==> src/rtl/dq_pkg.sv <==
// Shared types and default sizing for the dequantizer request scheduler.
package dq_pkg;

    localparam int DQ_LAT_DEF     = 6;
    localparam int FIFO_DEPTH_DEF = 8;
    // Widest requester tag a tracking entry can carry; narrower tags are zero-extended.
    localparam int DQ_TAG_W_MAX   = 16;

    typedef logic [31:0] fp32_t;

    typedef struct packed {
        logic                    valid;
        logic                    is_weight;
        logic [DQ_TAG_W_MAX-1:0] tag;
    } trk_t;

endpackage

==> src/rtl/dq_sched_fifo.sv <==
// Synchronous first-word-fall-through result buffer, head visible whenever non-empty.
// Latency: a push is visible at the head on the next cycle.
// Backpressure: none internally; the caller never pushes when full nor pops when empty.
module dq_sched_fifo #(
    parameter int WIDTH = 32,
    parameter int DEPTH = 8
) (
    input  logic             clk,
    input  logic             rst,
    input  logic             push,
    input  logic [WIDTH-1:0] push_dat,
    input  logic             pop,
    output logic [WIDTH-1:0] head_dat,
    output logic             empty
);

    localparam int AW = $clog2(DEPTH);
    localparam int CW = AW + 1;

    logic [WIDTH-1:0] mem [DEPTH];
    logic [AW-1:0]    wr_ptr;
    logic [AW-1:0]    rd_ptr;
    logic [CW-1:0]    cnt;

    always_ff @(posedge clk) begin
        if (!rst) begin
            wr_ptr <= '0;
            rd_ptr <= '0;
            cnt    <= '0;
        end else begin
            if (push) wr_ptr <= wr_ptr + AW'(1);
            if (pop)  rd_ptr <= rd_ptr + AW'(1);
            if (push && !pop)
                cnt <= cnt + CW'(1);
            else if (pop && !push)
                cnt <= cnt - CW'(1);
        end
    end

    always_ff @(posedge clk) begin
        if (push) mem[wr_ptr] <= push_dat;
    end

    assign head_dat = mem[rd_ptr];
    assign empty    = (cnt == '0);

endmodule

==> src/rtl/dq_sched.sv <==
// Credit-gated W/A request scheduler for the dequantizer; DQ_SCHED_STRICT_PRIO_EN selects weight-first priority.
// Latency: issue to out_valid is DQ_LAT+1 cycles with the buffer empty.
// Backpressure: issue stalls once in-flight plus buffered results reach FIFO_DEPTH, unless a pop frees a slot that cycle.
module dq_sched
    import dq_pkg::*;
#(
    parameter int DQ_LAT     = DQ_LAT_DEF,
    parameter int FIFO_DEPTH = FIFO_DEPTH_DEF,
    parameter int TAG_W      = 4
) (
    input  logic             clk,
    input  logic             rst,
    input  logic             w_valid,
    output logic             w_ready,
    input  logic [31:0]      w_level,
    input  logic [TAG_W-1:0] w_tag,
    input  logic             a_valid,
    output logic             a_ready,
    input  logic [31:0]      a_level,
    input  logic [TAG_W-1:0] a_tag,
    output logic [31:0]      dq_level_int,
    output logic             dq_is_weight,
    input  logic [31:0]      dq_weight_fp,
    output logic             out_valid,
    input  logic             out_ready,
    output logic [31:0]      out_data,
    output logic             out_is_weight,
    output logic [TAG_W-1:0] out_tag,
    output logic             busy
);

    localparam int            CW        = $clog2(FIFO_DEPTH) + 1;
    localparam logic [CW-1:0] FULL_CRED = CW'(FIFO_DEPTH);

    typedef struct packed {
        fp32_t            data;
        logic             is_weight;
        logic [TAG_W-1:0] tag;
    } res_t;

    localparam int RES_W = $bits(res_t);

    logic [CW-1:0] credits;
    logic          pop;
    logic          issue_ok;
    logic          grant_w;
    logic          grant_a;
    logic          issue;
    logic          issue_w;
    trk_t          trk [DQ_LAT];
    trk_t          trk_in;
    logic          trk_any;
    res_t          push_ent;
    res_t          head_ent;
    logic          fifo_empty;

    assign pop = out_valid && out_ready;

    // A pop at full credit frees its slot in time for a same-cycle issue.
    assign issue_ok = rst && ((credits < FULL_CRED) || ((credits == FULL_CRED) && pop));

`ifdef DQ_SCHED_STRICT_PRIO_EN
    assign grant_w = w_valid;
    assign grant_a = a_valid && !w_valid;
`else
    logic prefer_w;

    assign grant_w = w_valid && (!a_valid || prefer_w);
    assign grant_a = a_valid && !grant_w;

    always_ff @(posedge clk) begin
        if (!rst)
            prefer_w <= 1'b1;
        else if (issue)
            prefer_w <= !issue_w;
    end
`endif

    assign w_ready      = issue_ok && grant_w;
    assign a_ready      = issue_ok && grant_a;
    assign issue_w      = w_valid && w_ready;
    assign issue        = issue_w || (a_valid && a_ready);
    assign dq_is_weight = issue_w;

    always_comb begin
        dq_level_int = '0;
        trk_in       = '0;
        if (issue_w) begin
            dq_level_int = w_level;
            trk_in.tag   = DQ_TAG_W_MAX'(w_tag);
        end else if (issue) begin
            dq_level_int = a_level;
            trk_in.tag   = DQ_TAG_W_MAX'(a_tag);
        end
        trk_in.valid     = issue;
        trk_in.is_weight = issue_w;
    end

    // Stage DQ_LAT-1 lines up with the datapath returning that issue's result.
    always_ff @(posedge clk) begin
        if (!rst) begin
            for (int i = 0; i < DQ_LAT; i++) trk[i] <= '0;
        end else begin
            trk[0] <= trk_in;
            for (int i = 1; i < DQ_LAT; i++) trk[i] <= trk[i-1];
        end
    end

    always_comb begin
        trk_any = 1'b0;
        for (int i = 0; i < DQ_LAT; i++) trk_any = trk_any | trk[i].valid;
    end

    // Credits cover in-flight plus buffered results; a push only moves one between the two.
    always_ff @(posedge clk) begin
        if (!rst)
            credits <= '0;
        else if (issue && !pop)
            credits <= credits + CW'(1);
        else if (pop && !issue)
            credits <= credits - CW'(1);
    end

    always_comb begin
        push_ent           = '0;
        push_ent.data      = dq_weight_fp;
        push_ent.is_weight = trk[DQ_LAT-1].is_weight;
        push_ent.tag       = TAG_W'(trk[DQ_LAT-1].tag);
    end

    dq_sched_fifo #(
        .WIDTH (RES_W),
        .DEPTH (FIFO_DEPTH)
    ) u_fifo (
        .clk      (clk),
        .rst      (rst),
        .push     (trk[DQ_LAT-1].valid),
        .push_dat (push_ent),
        .pop      (pop),
        .head_dat (head_ent),
        .empty    (fifo_empty)
    );

    assign out_valid     = rst && !fifo_empty;
    assign out_data      = out_valid ? head_ent.data : '0;
    assign out_is_weight = out_valid && head_ent.is_weight;
    assign out_tag       = out_valid ? head_ent.tag : '0;
    assign busy          = rst && (trk_any || !fifo_empty);

endmodule

==> config.mk <==
export PLATFORM = sky130hd
export DESIGN_NAME = dq_sched
export DESIGN_NICKNAME = d
export VERILOG_FILES = /design/src/rtl/dq_pkg.sv /design/src/rtl/dq_sched_fifo.sv /design/src/rtl/dq_sched.sv
export SDC_FILE = /design/constraint.sdc
export NUM_CORES = 1
export LEC_CHECK = 0
export ABC_AREA = 1
export CAP_MARGIN = 10
export CORE_ASPECT_RATIO = 1.5
export CORE_UTILIZATION = 60
export CTS_CLUSTER_SIZE = 8
export DETAILED_ROUTE_END_ITERATION = 10
export PLACE_DENSITY_LB_ADDON = 0.15
export SYNTH_ARGS = -nofsm -noshare
export SYNTH_HDL_FRONTEND = slang
export SYNTH_SLANG_ARGS = --single-unit
==> constraint.sdc <==
create_clock -name clk -period 7.3 [get_ports clk]
set_input_delay 1.46 -clock clk [delete_from_list [all_inputs] [get_ports clk]]
set_output_delay 1.46 -clock clk [all_outputs]
set_load 0.01 [all_outputs]
==> results.py, run 1 <==
metrics = {
    "worst_setup_path": {
        "worstPathCellList": "clkdlybuf4s50_1 > inv_1 > o21a_1 > nor2_2 > buf_16 > nand4_1 > nand2_1 > clkdlybuf4s50_1",
        "cp.buffers_inverters": 4,
        "cp_top_family": "buffers and inverters",
        "cpMaxStageDelayCell": "o21a_1",
        "crit_path_start_kind": "input port",
        "path_class": "in2out",
        "end_kind": "primary output",
        "worstPathRequired_ns": 5.84,
        "cp_common_cell": "clkdlybuf4s50_1",
        "max_stage_delay_ns": 0.61,
        "arrival_ns": 4.12,
        "cp_max_fo": 39,
    },
    "detailed_routing": {
        "via_per_inst": 5.74,
        "wl_met3_um": 1870,
        "wl_met1_um": 12400,
        "wl_per_cell_um": 18.2,
        "drtIter0Drc": 807,
        "wl_um": 32500,
        "met2_length_um": 17000,
        "vias": 10218,
        "topRoutingLayerUsed": "met4",
        "drt-pass1-iter-count": 5,
        "drc_errors": 0,
        "detail-route-antenna-nets": 0,
    },
    "job": {
        "cap_violations": 0,
    },
    "cells_and_area": {
        "most-common-layout-cells": "nor2_1, edfxtp_1, o21ai_0, clkdlybuf4s50_1, nand2_1",
        "layout_commonest_cell": "nor2_1",
        "area_delta_synth_final_pct": 23.4,
        "layout.nets": 1567,
        "layout-drive-gt1-share_pct": 5.94,
    },
    "timing": {
        "fin_crit_sh_pct": 76.5,
        "slew_headroom_pct": 17.6,
        "worst_pin_slew_ns": 1.24,
        "rsz0062_at_grt": "no",
        "totalNegativeSetupSlack_ns": 0,
        "finClkSkew_ns": 0.0226,
        "setup_viol": 0,
        "period_minus_slack_ns": 5.58,
        "fin_ws_ns": 1.72,
        "max_freq_mhz": 179,
        "slew_viol_final": 0,
        "hold_viol": 0,
    },
    "power_and_ir_drop": {
        "powerDensity_nw_per_um2": 267,
        "finalPower_mw": 4.71,
        "vdd_drop_max_mv": 0.184,
        "p_leak_nw": 6.41,
    },
    "global_route": {
        "grt_pass1_vias": 9973,
        "grt_usage_pct": 26.7,
        "grt-ovfl-total": 0,
        "antenna_found_initial": 1,
        "grt_pass1_wl_um": 49700,
        "grt_max_degree": 115,
    },
    "yosys": {
        "syn-instance-count": 1285,
        "synth_top_area_share_pct": 62.3,
        "yosysWarnings": 0,
        "ys_seq_area_share_pct": 69.8,
        "synthDistinctLibCells": 26,
        "synthTopCellsByArea": "edfxtp_1, nor2_1, dfxtp_1",
        "syn-cell-area_um2": 14300,
        "synth_area_per_cell_um2": 11.1,
        "synth_nets": 1404,
        "ys_ff_latch": 350,
        "synth_top_cell_by_area": "edfxtp_1",
    },
    "clock_tree": {
        "cts_resized": 0,
        "clock_latency_ns": 0.53,
        "clk_pin_slew_ns": 0.05,
        "cts_tree": "built",
        "ctsHoldBuffers": 0,
        "cts_num_sinks": 350,
        "post-cts-setup-buffer-count": 0,
        "cts_made_buffers": 49,
        "cts_root_buf": "clkbuf_16",
        "cts_max_level": 2,
        "clock_path_buffers": 3,
    },
    "run_status": {
        "status": "complete, no violations",
    },
    "die": {
        "die_x_um": 128,
        "start_util_pct": 61.7,
        "fp.dieH_um": 191,
        "die-area_um2": 24400,
        "core_um2": 23100,
        "row_count": 68,
        "pin_count": 183,
    },
    "worst_hold_path": {
        "hold_path_class": "reg2reg",
    },
    "placed_design": {
        "place.port_buffers": 182,
        "pre_cts_ws_ns": 1.34,
        "globalplace.congestion": 0.864,
        "dp_hpwl_um": 17800,
    },
}
-- synthesized netlist by cell type --
master,n
nand3_1,11
or2_2,1
a21oi_1,9
nand2_1,93
o21a_1,1
buf_1,8
inv_2,2
buf_8,1
buf_6,4
xor2_1,4
buf_2,26
nor4_1,1
nand4_1,75
o21ai_1,60
clkbuf_2,4
o21ai_0,207
ha_1,8
clkbuf_1,38
buf_12,1
dfxtp_1,54
fa_1,2
edfxtp_1,296
buf_4,6
nor2_1,320
nor3_1,2
inv_1,51
-- worst paths after layout --
path	startpoint	to	slack (ns)	depth (start not counted)
setup / recovery	a_valid	dq_level_int[14]	1.72	8
hold / removal	trk[4][0]	trk[5][0]	0.40	2
setup reg to reg	prefer_w	credits[3]	4.00	15
hold reg to reg	trk[4][0]	trk[5][0]	0.40	2
-- through the flow --
step,hold WS [ns],area [µm²],util (%),std cells
floorplan,0.390,14300,-,1285
global placement,0.392,16200,70.2,1711
detailed placement,0.398,16200,70.2,1711
CTS,0.400,17600,76.0,1779
global route,0.428,17600,76.1,1781
finish,0.398,17600,76.1,1781
-- state kept, by name, indices dropped and copies added, names as in the netlist, named ones only --
register,count
u_fifo.mem,296
trk,36
credits,4
u_fifo.cnt,4
u_fifo.rd_ptr,3
u_fifo.wr_ptr,3
prefer_w,1
-- tightest hold or removal path, delay by kind of cell (launching register included) --
kind | cells | cell delay (ns)
flip-flops | 1 | 0.30
buffers and inverters | 1 | 0.04
AND/OR/NAND/NOR | 1 | 0.05
-- routing by layer --
| layer | up-vias | global-route usage (%) |
|---|---|---|
| li1 | 4834 | - |
| met5 | - | 0 |
| met1 | 4878 | 31.6 |
| met2 | 413 | 47.4 |
| met3 | 93 | 4.25 |
| met4 | 0 | 12.2 |
-- layout make-up --
type / count / area, µm²
inverter: 53 / 201
tap: 315 / 394
multi-input combinational: 794 / 3730
antenna: 1 / 2.50
sequential: 350 / 9980
fill: 1483 / 5520
clock inverter: 1 / 16.3
timing repair buffer: 200 / 1970
clock buffer: 67 / 1330
-- report_power, final --
group          internal [mW]  total (mW)  leakage, nW  switching (mW)
sequential              2.19        2.21         3.10          0.0217
combinational          0.223       0.530         2.66           0.307
clock                   1.23        1.97        0.649           0.738
total                   3.64        4.71         6.41            1.07
-- cell families (layout without fill, tap and decap cells) --
| logic type | after synthesis | count (layout) | synth area share (%) |
|---|---|---|---|
| compound gates | 277 | 277 | 9.73 |
| other cells | 0 | 1 | 0 |
| flops | 350 | 350 | 69.8 |
| buf+inv | 141 | 321 | 4.53 |
| fa+ha+maj | 10 | 10 | 0.982 |
| xor+xnor | 4 | 4 | 0.245 |
| simple gates | 503 | 503 | 14.7 |
(Power assumes the default switching activity.)
==> inputs of run 2 (changes only) <==
- CORE_UTILIZATION: 60 -> 50
- clock period: 7.3 -> 4.92 ns (I/O delays scaled with it)
==> run 2 against run 1 <==
  * Via count fell by 2.2%
  * Flip-flop and latch count did not move
  * Sequential share of layout area fell by 0.25 points
  * Global-route usage fell by 4.1 points
  * Core utilization fell by 13 points
  * Sequential power rose by 48%
  * Combinational power rose by 48%
  * Critical path type unchanged
  * Largest cell class unchanged
  * Largest power group unchanged
==> results.py, run 2 (same netlist as run 1, synthesis figures left out) <==
metrics = {
    "detailed_routing": {
        "wl_um": 32200,
        "drt-pass1-iter-count": 5,
        "vias": 9996,
        "detail-route-antenna-nets": 0,
        "drc_errors": 0,
        "wl_per_cell_um": 17.7,
        "via_per_inst": 5.49,
        "drtIter0Drc": 677,
    },
    "clock_tree": {
        "cts_max_level": 2,
        "clk_pin_slew_ns": 0.05,
        "post-cts-setup-buffer-count": 0,
        "cts_root_buf": "clkbuf_16",
        "ctsHoldBuffers": 0,
        "cts_resized": 0,
        "cts_made_buffers": 49,
        "clock_latency_ns": 0.54,
        "clock_path_buffers": 3,
        "cts_tree": "built",
        "cts_num_sinks": 350,
    },
    "cells_and_area": {
        "max_flop_register": "u_fifo.mem",
        "antennaDiodeCount": 0,
        "top_regs": "u_fifo.mem (296), trk (36)",
        "area_delta_synth_final_pct": 23.9,
        "layout.nets": 1574,
        "layout_commonest_cell": "nor2_1",
        "most-common-layout-cells": "nor2_1, edfxtp_1, o21ai_0, clkdlybuf4s50_1, nand2_1",
        "largest_register_ffs": 296,
        "layout-drive-gt1-share_pct": 6.38,
    },
    "die": {
        "fp.dieH_um": 209,
        "core_um2": 28100,
        "pin_count": 183,
        "die_x_um": 140,
        "start_util_pct": 50.9,
        "row_count": 75,
        "die-area_um2": 29200,
    },
    "global_route": {
        "grt_pass1_wl_um": 51300,
        "antenna_found_initial": 1,
        "grt_usage_pct": 22.6,
        "use_met2_pct": 39.7,
        "grt_pass1_vias": 9763,
        "use_met3_pct": 4.65,
        "grt_max_degree": 77,
        "grt-ovfl-total": 0,
        "top_usage_layer": "met2",
        "met1_usage_pct": 27.8,
    },
    "timing": {
        "slew_headroom_pct": 45.5,
        "worst_pin_slew_ns": 0.816,
        "rsz0062_at_grt": "no",
        "slew_viol_final": 0,
        "fin_crit_sh_pct": 84.1,
        "fin_hold_ws_ns": 0.409,
        "period_minus_slack_ns": 4.14,
        "totalNegativeSetupSlack_ns": 0,
        "setup_viol": 0,
        "max_freq_mhz": 242,
        "finClkSkew_ns": 0.0126,
        "hold_viol": 0,
    },
    "worst_hold_path": {
        "worstHoldEndpoint": "trk[2][16]",
        "hold_path_class": "reg2reg",
        "hold_depth": 2,
        "worstHoldStart": "trk[1][16]",
    },
    "run_status": {
        "status": "complete, no violations",
    },
    "worst_setup_path": {
        "cp_common_cell": "clkdlybuf4s50_1",
        "r2r_end": "u_fifo.cnt[3]",
        "cp_max_fo": 38,
        "path_class": "in2out",
        "arrival_ns": 3.16,
        "timing.rr.start": "u_fifo.cnt[0]",
        "cp_top_family": "buffers and inverters",
        "cpMaxStageDelayCell": "clkdlybuf4s50_1",
        "worstPathRequired_ns": 3.94,
        "crit_path_start_kind": "input port",
        "max_stage_delay_ns": 0.55,
        "r2r_cells": 15,
        "cp.buffers_inverters": 4,
        "worstPathCellList": "clkdlybuf4s50_1 > inv_1 > o21a_1 > nor2_2 > buf_4 > nand4_1 > nand2_1 > clkdlybuf4s50_1",
        "end_kind": "primary output",
        "r2r_setup_slack_ns": 2.00,
    },
    "placed_design": {
        "globalplace.congestion": 0.797,
        "place.port_buffers": 182,
        "dp_hpwl_um": 17600,
    },
    "job": {
        "cap_violations": 0,
    },
    "power_and_ir_drop": {
        "vdd_drop_max_mv": 0.274,
        "powerDensity_nw_per_um2": 395,
        "p_leak_nw": 6.44,
    },
}
## run 2: changes by cell type in the layout (fill, tap and decap cells not counted)
cell,before,now
clkbuf_16,50,49
inv_6,0,2
clkbuf_1,16,18
clkinv_8,1,0
buf_4,18,24
diode_2,1,0
buf_16,1,0
buf_12,0,2
## run 2: worst reg2reg max path, cell delays in order, from the launching register on
cell	delay, ns
dfxtp_1	0.41
nor2_1	0.07
nand2_1	0.14
nand2_1	0.07
inv_1	0.52
nand2_1	0.34
ha_1	0.32
inv_1	0.14
ha_1	0.29
nand3_1	0.12
nand3_1	0.08
nand2_1	0.07
nand3_1	0.09
nand2_1	0.07
nand2_1	0.04
nor2_1	0.09
## run 2: worst max-delay path by stage
stage / start / end / depth (start not counted)
6_report: a_valid / dq_level_int[15] / 8
5_1_grt: flop / out_tag[2] / 6
4_1_cts: a_valid / dq_level_int[15] / 8
3_5_place_dp: a_valid / dq_level_int[12] / 8
3_3_place_gp: a_valid / dq_level_int[18] / 8
2_1_floorplan: a_valid / dq_level_int[28] / 7
## run 2: layer usage
metal / wire, µm / vias to the layer above
met1: 13000 / 4758
met5: 13 / -
met2: 16300 / 342
met4: 665 / 2
li1: - / 4837
met3: 2180 / 57
## run 2: power by group
group,switching (mW),leakage [nW],internal (mW)
clock network,1.12,0.641,1.81
logic,0.443,2.70,0.342
registers,0.0339,3.10,3.24
total,1.60,6.44,5.39
## run 2: per-stage QoR
stage | setup WS, ns | cell area (µm²) | power (mW) | util [%] | std cells
floorplan | 2.06 | 14300 | 3.78 | - | 1285
global placement | 0.807 | 16400 | 4.11 | 58.3 | 1750
detailed placement | 0.778 | 16400 | 4.12 | 58.3 | 1750
CTS | 0.777 | 17700 | 7.06 | 63.1 | 1820
global route | 0.608 | 17700 | 7.26 | 63.1 | 1820
finish | 0.780 | 17700 | 7.00 | 63.1 | 1820
## run 2: final cells by class
type                    instances  area (µm²)
flip-flops and latches        350        9980
repair buffers                207        2030
inverters                      53         201
well taps                     346         433
fillers                      2190       10400
multi-input cells             794        3730
clock inverters                 2        17.5
clock buffers                  68        1310
==> inputs of run 3 (changes only) <==
- CORE_UTILIZATION: 50 -> 55
- clock period: 4.92 -> 3.85 ns (I/O delays scaled with it)
==> run 3 against run 2 <==
  * Clock skew down 0.0048 ns
  * Design area up 0.49%
  * Via count up 0.47%
  * Cell count down 0.93%
  * Core utilization up 7.2 points
  * Register-to-register slack worse by 0.90 ns
  * Routed wire length down 0.24%
  * Power up 29%
  * Sequential power up 27%
  * Sequential share of layout area down 0.28 points
  * Die area down 9.0%
==> results.py, run 3 (same netlist as run 1, synthesis figures left out) <==
metrics = {
    "worst_setup_path": {
        "path_class": "reg2out",
        "arrival_ns": 2.79,
        "crit_path_start_kind": "flop",
        "end_kind": "primary output",
        "worstPathRequired_ns": 3.08,
        "cp_max_fo": 110,
    },
    "placed_design": {
        "globalplace.congestion": 0.867,
        "dp_hpwl_um": 17800,
        "pre_cts_ws_ns": 0.361,
        "place.port_buffers": 182,
    },
    "die": {
        "start_util_pct": 56.4,
        "core_um2": 25300,
        "row_count": 71,
        "die-area_um2": 26600,
        "fp.dieH_um": 199,
        "pin_count": 183,
        "die_x_um": 134,
    },
    "cells_and_area": {
        "most-common-layout-cells": "nor2_1, edfxtp_1, o21ai_0, clkdlybuf4s50_1, nand2_1",
        "max_flop_register": "u_fifo.mem",
        "layout_commonest_cell": "nor2_1",
        "seqCellArea_um2": 9980,
        "area_delta_synth_final_pct": 24.5,
        "top_regs": "u_fifo.mem (296), trk (36)",
        "layout-drive-gt1-share_pct": 6.44,
        "antennaDiodeCount": 0,
        "largest_register_ffs": 296,
        "multi_input_area_um2": 3730,
        "fillers": 1779,
        "layout.nets": 1575,
    },
    "global_route": {
        "grt_usage_pct": 24.5,
        "antenna_found_initial": 1,
        "grt-ovfl-total": 0,
        "grt_pass1_vias": 9703,
        "grt_max_degree": 111,
        "grt_pass1_wl_um": 49800,
    },
    "detailed_routing": {
        "via_per_inst": 5.57,
        "vias": 10043,
        "drtIter0Drc": 897,
        "drt-pass1-iter-count": 5,
        "wl_per_cell_um": 17.8,
        "wl_um": 32100,
        "drc_errors": 0,
        "detail-route-antenna-nets": 0,
    },
    "clock_tree": {
        "cts_root_buf": "clkbuf_16",
        "ctsHoldBuffers": 0,
        "cts_made_buffers": 49,
        "post-cts-setup-buffer-count": 0,
        "cts_max_level": 2,
        "cts_num_sinks": 350,
        "cts_resized": 0,
        "clock_latency_ns": 0.54,
        "cts_tree": "built",
        "clk_pin_slew_ns": 0.05,
        "clock_path_buffers": 3,
    },
    "timing": {
        "hold_viol": 0,
        "max_freq_mhz": 281,
        "slew_viol_final": 0,
        "period_minus_slack_ns": 3.56,
        "slew_headroom_pct": 50.6,
        "rsz0062_at_grt": "no",
        "worst_pin_slew_ns": 0.740,
        "setup_viol": 0,
        "finClkSkew_ns": 0.00776,
        "fin_crit_sh_pct": 92.4,
        "fin_ws_ns": 0.292,
        "totalNegativeSetupSlack_ns": 0,
    },
    "run_status": {
        "status": "complete, no violations",
    },
    "worst_hold_path": {
        "hold_path_class": "reg2reg",
    },
    "power_and_ir_drop": {
        "finalPower_mw": 9.01,
        "p_leak_nw": 6.48,
        "powerDensity_nw_per_um2": 507,
        "vdd_drop_max_mv": 0.401,
    },
    "job": {
        "cap_violations": 0,
    },
}
run 3: area by class of cell:
| class | instances | area share, % |
|---|---|---|
| Tap cell | 328 | 2.31 |
| Timing Repair Buffer | 208 | 11.8 |
| Clock inverter | 2 | 0.204 |
| Clock buffer | 68 | 7.47 |
| Multi-Input combinational cell | 794 | 21.0 |
| Sequential cell | 350 | 56.1 |
| Inverter | 53 | 1.13 |
run 3: path summary, 6_finish.rpt:
path | startpoint | endpoint | slack [ns] | cells past startpoint
setup reg to reg | u_fifo.cnt[0] | credits[3] | 1.10 | 17
hold / removal | trk[0][2] | trk[1][2] | 0.41 | 2
hold reg to reg | trk[0][2] | trk[1][2] | 0.41 | 2
setup / recovery | flop | out_tag[3] | 0.29 | 8
run 3: per-layer routing:
metal / track usage [%] / vias to the layer above / share of wire, % / routed length, µm
met5: 0 / - / 0.031 / 10
met4: 8.80 / 2 / 2.1 / 690
li1: - / 4848 / - / -
met2: 45.4 / 344 / 53 / 17100
met3: 4.74 / 61 / 6.2 / 2000
met1: 27.9 / 4788 / 38 / 12300
run 3: power breakdown:
part / leakage [nW] / internal (mW) / total, mW / switching, mW
logic: 2.72 / 0.451 / 1.04 / 0.586
clock network: 0.660 / 2.36 / 3.79 / 1.44
registers: 3.10 / 4.15 / 4.18 / 0.0328
total: 6.48 / 6.95 / 9.01 / 2.06
run 3: worst max-delay path, stage by stage (launching register included):
cell             delay, ns
dfxtp_4               0.48
buf_12                0.44
nor2_1                0.10
nor2_1                0.09
o21ai_0               0.08
o21ai_0               0.10
o21ai_0               0.11
nor2_1                0.25
clkdlybuf4s50_1       0.59
run 3: stage by stage:
| step | utilization (%) | hold WS [ns] | instance area [µm²] | std cells |
|---|---|---|---|---|
| floorplan | - | 0.390 | 14300 | 1285 |
| CTS | 70.2 | 0.412 | 17800 | 1803 |
| global route | 70.2 | 0.429 | 17800 | 1803 |
| detailed placement | 64.8 | 0.399 | 16400 | 1733 |
| global placement | 64.8 | 0.392 | 16400 | 1733 |
| finish | 70.2 | 0.407 | 17800 | 1803 |
